**src/rtl/dmem_access_seq.sv**
```systemverilog
// DMem access sequencer: turns one granted Length/Stride/Base request into
// a stream of strided word addresses under a valid/ready handshake, then
// pulses the terminate line of the granted lane so the handler releases it.
module dmem_access_seq #(
  parameter int unsigned ADDR_W   = 16,
  parameter int unsigned STRIDE_W = 16
) (
  input  logic                clock,
  input  logic                reset,
  input  logic                I_Req,
  input  logic                I_GrantVld,
  input  logic [1:0]          I_GrantNo,
  input  logic [ADDR_W-1:0]   I_Length,
  input  logic [STRIDE_W-1:0] I_Stride,
  input  logic [ADDR_W-1:0]   I_Base_Addr,
  input  logic                I_Ready,
  output logic [ADDR_W-1:0]   O_Addr,
  output logic                O_Addr_Vld,
  output logic                O_Last,
  output logic                O_Term1,
  output logic                O_Term2,
  output logic                O_Term3,
  output logic                O_Busy,
  output logic [ADDR_W-1:0]   O_Beat_Cnt
);

  typedef enum logic [1:0] {
    IDLE = 2'd0,
    RUN  = 2'd1,
    TERM = 2'd2
  } state_t;

  state_t              state;
  logic [ADDR_W-1:0]   addr_q;
  logic [ADDR_W-1:0]   cnt_q;
  logic [ADDR_W-1:0]   len_q;
  logic [STRIDE_W-1:0] stride_q;
  logic [1:0]          lane_q;

  logic [ADDR_W-1:0]   stride_ext;
  logic [ADDR_W-1:0]   cnt_nxt;
  logic [ADDR_W-1:0]   len_m1;
  logic                start;
  logic                accept;

  // I_Req is informational only; a held, non-zero grant is what starts an access.
  logic unused_req;
  assign unused_req = I_Req;

  // The address and beat count registers drive the ports directly.
  assign O_Addr     = addr_q;
  assign O_Beat_Cnt = cnt_q;

  // Next-beat arithmetic and handshake decode.
  always_comb begin
    stride_ext = ADDR_W'(stride_q);
    cnt_nxt    = cnt_q + ADDR_W'(1);
    len_m1     = len_q - ADDR_W'(1);
    start      = I_GrantVld && (I_GrantNo != 2'b00);
    accept     = O_Addr_Vld && I_Ready;
  end

  // Sequencer FSM with registered handshake, last-beat and terminate outputs.
  always_ff @(posedge clock) begin
    if (reset) begin
      state      <= IDLE;
      addr_q     <= '0;
      cnt_q      <= '0;
      len_q      <= '0;
      stride_q   <= '0;
      lane_q     <= '0;
      O_Addr_Vld <= 1'b0;
      O_Last     <= 1'b0;
      O_Term1    <= 1'b0;
      O_Term2    <= 1'b0;
      O_Term3    <= 1'b0;
      O_Busy     <= 1'b0;
    end else begin
      O_Term1 <= 1'b0;
      O_Term2 <= 1'b0;
      O_Term3 <= 1'b0;
      case (state)
        IDLE: begin
          O_Addr_Vld <= 1'b0;
          O_Last     <= 1'b0;
          O_Busy     <= 1'b0;
          if (start) begin
            len_q    <= I_Length;
            stride_q <= I_Stride;
            addr_q   <= I_Base_Addr;
            lane_q   <= I_GrantNo;
            cnt_q    <= '0;
            O_Busy   <= 1'b1;
            if (I_Length != '0) begin
              state      <= RUN;
              O_Addr_Vld <= 1'b1;
              O_Last     <= (I_Length == ADDR_W'(1));
            end else begin
              // Zero-length access: skip RUN and terminate straight away.
              state   <= TERM;
              O_Term1 <= (I_GrantNo == 2'b01);
              O_Term2 <= (I_GrantNo == 2'b10);
              O_Term3 <= (I_GrantNo == 2'b11);
            end
          end
        end
        RUN: begin
          if (accept) begin
            addr_q <= addr_q + stride_ext;
            cnt_q  <= cnt_nxt;
            if (O_Last) begin
              state      <= TERM;
              O_Addr_Vld <= 1'b0;
              O_Last     <= 1'b0;
              O_Term1    <= (lane_q == 2'b01);
              O_Term2    <= (lane_q == 2'b10);
              O_Term3    <= (lane_q == 2'b11);
            end else begin
              O_Last <= (cnt_nxt == len_m1);
            end
          end
        end
        TERM: begin
          state      <= IDLE;
          O_Addr_Vld <= 1'b0;
          O_Last     <= 1'b0;
          O_Busy     <= 1'b0;
        end
        default: begin
          state      <= IDLE;
          O_Addr_Vld <= 1'b0;
          O_Last     <= 1'b0;
          O_Busy     <= 1'b0;
        end
      endcase
    end
  end

endmodule

```
**config.mk**
```make
export PLATFORM = sky130hd
export DESIGN_NAME = dmem_access_seq
export DESIGN_NICKNAME = d
export VERILOG_FILES = /design/src/rtl/dmem_access_seq.sv
export SDC_FILE = /design/constraint.sdc
export NUM_CORES = 1
export LEC_CHECK = 0
export CORE_UTILIZATION = 35
export CTS_BUF_LIST = sky130_fd_sc_hd__clkbuf_8
export CTS_CLUSTER_SIZE = 24
export DETAILED_ROUTE_END_ITERATION = 12
export PLACE_DENSITY = 0.57
export SYNTH_ARGS = -nofsm -noshare
export SYNTH_HDL_FRONTEND = slang
export SYNTH_SLANG_ARGS = --single-unit
```
**constraint.sdc**
```tcl
create_clock -name clock -period 4.9 [get_ports clock]
set_input_delay 0.49 -clock clock [delete_from_list [all_inputs] [get_ports clock]]
set_output_delay 0.49 -clock clock [all_outputs]
set_load 0.02 [all_outputs]
```
==> flow_summary.json <==
{
  "status": "complete, but fails checks",
  "violations": "DRC",
  "fin_crit_sh": 0.572,
  "drv_slew": 0,
  "seq_power_share": 0.431,
  "wl_um": 11900,
  "cts_resized": 0,
  "io_pins": 93,
  "critPathSlowestCell": "nor2b_1",
  "die_w_um": 112,
  "syn_nets": 627,
  "rows": 39,
  "cts.sinks": 74,
  "vias": 4143,
  "synth_adder_area_share": 0.0550,
  "synth_seq_area_share": 0.350,
  "via_per_inst": 5.30,
  "htreeDepth": 3,
  "whs_path_depth": 2,
  "die_h_um": 112,
  "grt_max_degree": 44,
  "cts_tree": "yes",
  "power.density_nw_per_um2": 284,
  "cts_setup_buffers": 0,
  "finalHoldViolCount": 0,
  "worstSetupStartpointType": "flop",
  "finalSetupViolations": 0,
  "ir_drop_mv": 0.114,
  "final_common_cell": "nand2_1",
  "min_period_ps": 2800,
  "finalSetupTns_ps": 0,
  "yosys.area.top_type": "dfxtp_1",
  "synth-main-ff-cell": "dfxtp_1",
  "synth.cell_area_sq_um": 4230,
  "cp.arrival_ps": 3060,
  "hp-class": "flop to flop",
  "dp_cells": 766,
  "first_pass_iters": 8,
  "slew_headroom": 0.394,
  "switching_share": 0.302,
  "grt_antenna_before_repair": 0,
  "synth-compound-area-share": 0.180,
  "critPathMaxStageDelay_ps": 730,
  "synth_xor_area_frac": 0.112,
  "initial_core_util": 0.364,
  "combinationalPowerShare": 0.241,
  "dp_hpwl_um": 8590,
  "synth_mux_area_frac": 0,
  "cts_buffer_depth": 2,
  "critical_path_class": "flop to flop",
  "p_leak_nw": 2.06,
  "async_flop_share": 0,
  "grt_overflow": 0,
  "p_switching_mw": 0.470,
  "root_buffer": "clkbuf_8",
  "place_congestion": 0.848,
  "ant_nets": 0,
  "num_antenna_cells": 0,
  "p_int_mw": 1.09,
  "netlist_instances": 554,
  "synth_top_family_by_area": "simple AND/OR/NAND/NOR gates",
  "worst_slew_pin_slew_ps": 909,
  "synth-edff-count": 0,
  "pwr-share-clk": 0.328,
  "syn_avg_cell_area_sq_um": 7.63,
  "port_buffers": 91,
  "synth-simple-area-share": 0.267,
  "grt_pass1_vias": 4064,
  "drcViolationCount": 4,
  "numCtsBuffers": 9,
  "fillers": 1186,
  "mostFrequentLayoutCells": "103 x nand2_1, 90 x clkdlybuf4s50_1, 74 x dfxtp_1",
  "synth_cell_type_count": 51,
  "yosys.area.top_type_share": 0.350,
  "drive_above_1_share": 0.0501,
  "fin_skew_ps": 7.95,
  "path_max_fanout": 22,
  "die_area_sq_um": 12500,
  "clock_latency_ps": 350,
  "track_usage": 0.204,
  "cp-end-kind": "flop",
  "wl_per_cell_um": 15.2,
  "grt_pass1_wl_um": 20300,
  "num-nets-final": 707,
  "synthToLayoutAreaGrowth_pct": 29.5,
  "drtIter0Drc": 226,
  "r2r_cells": 7,
  "core_sq_um": 11600,
  "cts.clk_slew.worst_paths_ps": 80,
  "path_cells": "nor2b_1 > nand3_1 > buf_4 > nand2_1 > buf_4 > nand2_1 > o32ai_1",
  "maxCapViolations": 0,
  "cts_hold_buf": 0,
  "ys_warn_count": 0,
  "max_freq_mhz": 357,
  "synth-seq-cells": 74,
  "instances_no_fill": 782,
  "cp.required_ps": 5160,
  "synth_top_cells_by_area": "dfxtp_1 35%, nand2_1 9.1%, xnor2_1 8.1%, a21oi_1 7.2%, ha_1 5.0%",
  "grt_setup_unrepaired": "no"
}
[cells in the mapped netlist (all sizes together), types with 2 or more instances]
master / count
and3: 8
o21ai: 20
o211ai: 2
and4: 7
xor2: 15
nor2b: 3
a21oi: 61
o21bai: 3
nand3: 16
ha: 17
nor3: 24
nor4: 7
or4: 2
o31ai: 2
or3: 6
a21o: 3
clkbuf: 28
o21a: 3
a31oi: 4
a2111oi: 2
dfxtp: 74
nand2b: 4
nor2: 49
xnor2: 39
a311oi: 6
nand2: 103
nand4: 8
inv: 12
a22oi: 3
a211oi: 6
[worst max-delay path, delay by kind of cell, from the launching register on]
kind / cells / cell delay, ps
and+or+nand+nor: 4 / 1420
buffers and inverters: 2 / 560
DFF: 1 / 430
AOI/OAI and AO/OA: 1 / 290
[state kept, by name, indices dropped and copies added, names as in the netlist]
signal,count
O_Addr,16
O_Addr_Vld,1
O_Beat_Cnt,16
O_Busy,1
O_Last,1
O_Term1,1
O_Term2,1
O_Term3,1
lane_q,2
len_q,16
state,2
stride_ext,16
[cells by family after synthesis]
family / count (synthesis)
DFF: 74
AOI/OAI and AO/OA: 125
and+or+nand+nor: 242
adders and majority gates: 18
xor gates and xnor gates: 54
buffers and inverters: 41
[per-layer routing]
layer	share of wire	routed length, um	track usage
met2	0.45	5370	0.329
met3	0.057	676	0.0397
met1	0.48	5700	0.273
met4	0.010	121	0.0640
met5	0	0	0
[per-stage QoR]
| step | util | area [sq um] | hold slack (ps) | total power, mW | setup WS, ps |
|---|---|---|---|---|---|
| after floorplan | - | 4230 | 440 | 0.923 | 2600 |
| after global placement | 0.453 | 5260 | 449 | 1.05 | 2110 |
| after detailed placement | 0.453 | 5260 | 455 | 1.06 | 2080 |
| after CTS | 0.472 | 5480 | 467 | 1.57 | 2060 |
| after global routing | 0.472 | 5480 | 489 | 1.65 | 1760 |
| final | 0.472 | 5480 | 463 | 1.56 | 2100 |
[power groups by stage]
stage	combinational (mW)	sequential, mW	clock [mW]
finish	0.376	0.671	0.511
global route	0.423	0.677	0.552
CTS	0.380	0.671	0.522
detailed placement	0.377	0.685	0
global placement	0.371	0.683	0
floorplan	0.230	0.693	0
[path summary, 6_finish.rpt]
kind	start	end	slack, ps
hold reg to reg	stride_ext[12]	stride_ext[12]	460
setup / recovery	state[0]	O_Addr[12]	2100
hold / removal	stride_ext[12]	stride_ext[12]	460
setup reg to reg	state[0]	O_Addr[12]	2100
[cell type report]
cell class | instances | area [sq um] | share of cell area
Inverter | 12 | 45.0 | 0.00822
Clock inverter | 4 | 48.8 | 0.00891
Multi-Input combinational cell | 439 | 2600 | 0.475
Clock buffer | 12 | 165 | 0.0302
Timing Repair Buffer | 98 | 958 | 0.175
Tap cell | 143 | 179 | 0.0327
Sequential cell | 74 | 1480 | 0.271
Note: power is estimated with default switching activity, not from simulation.
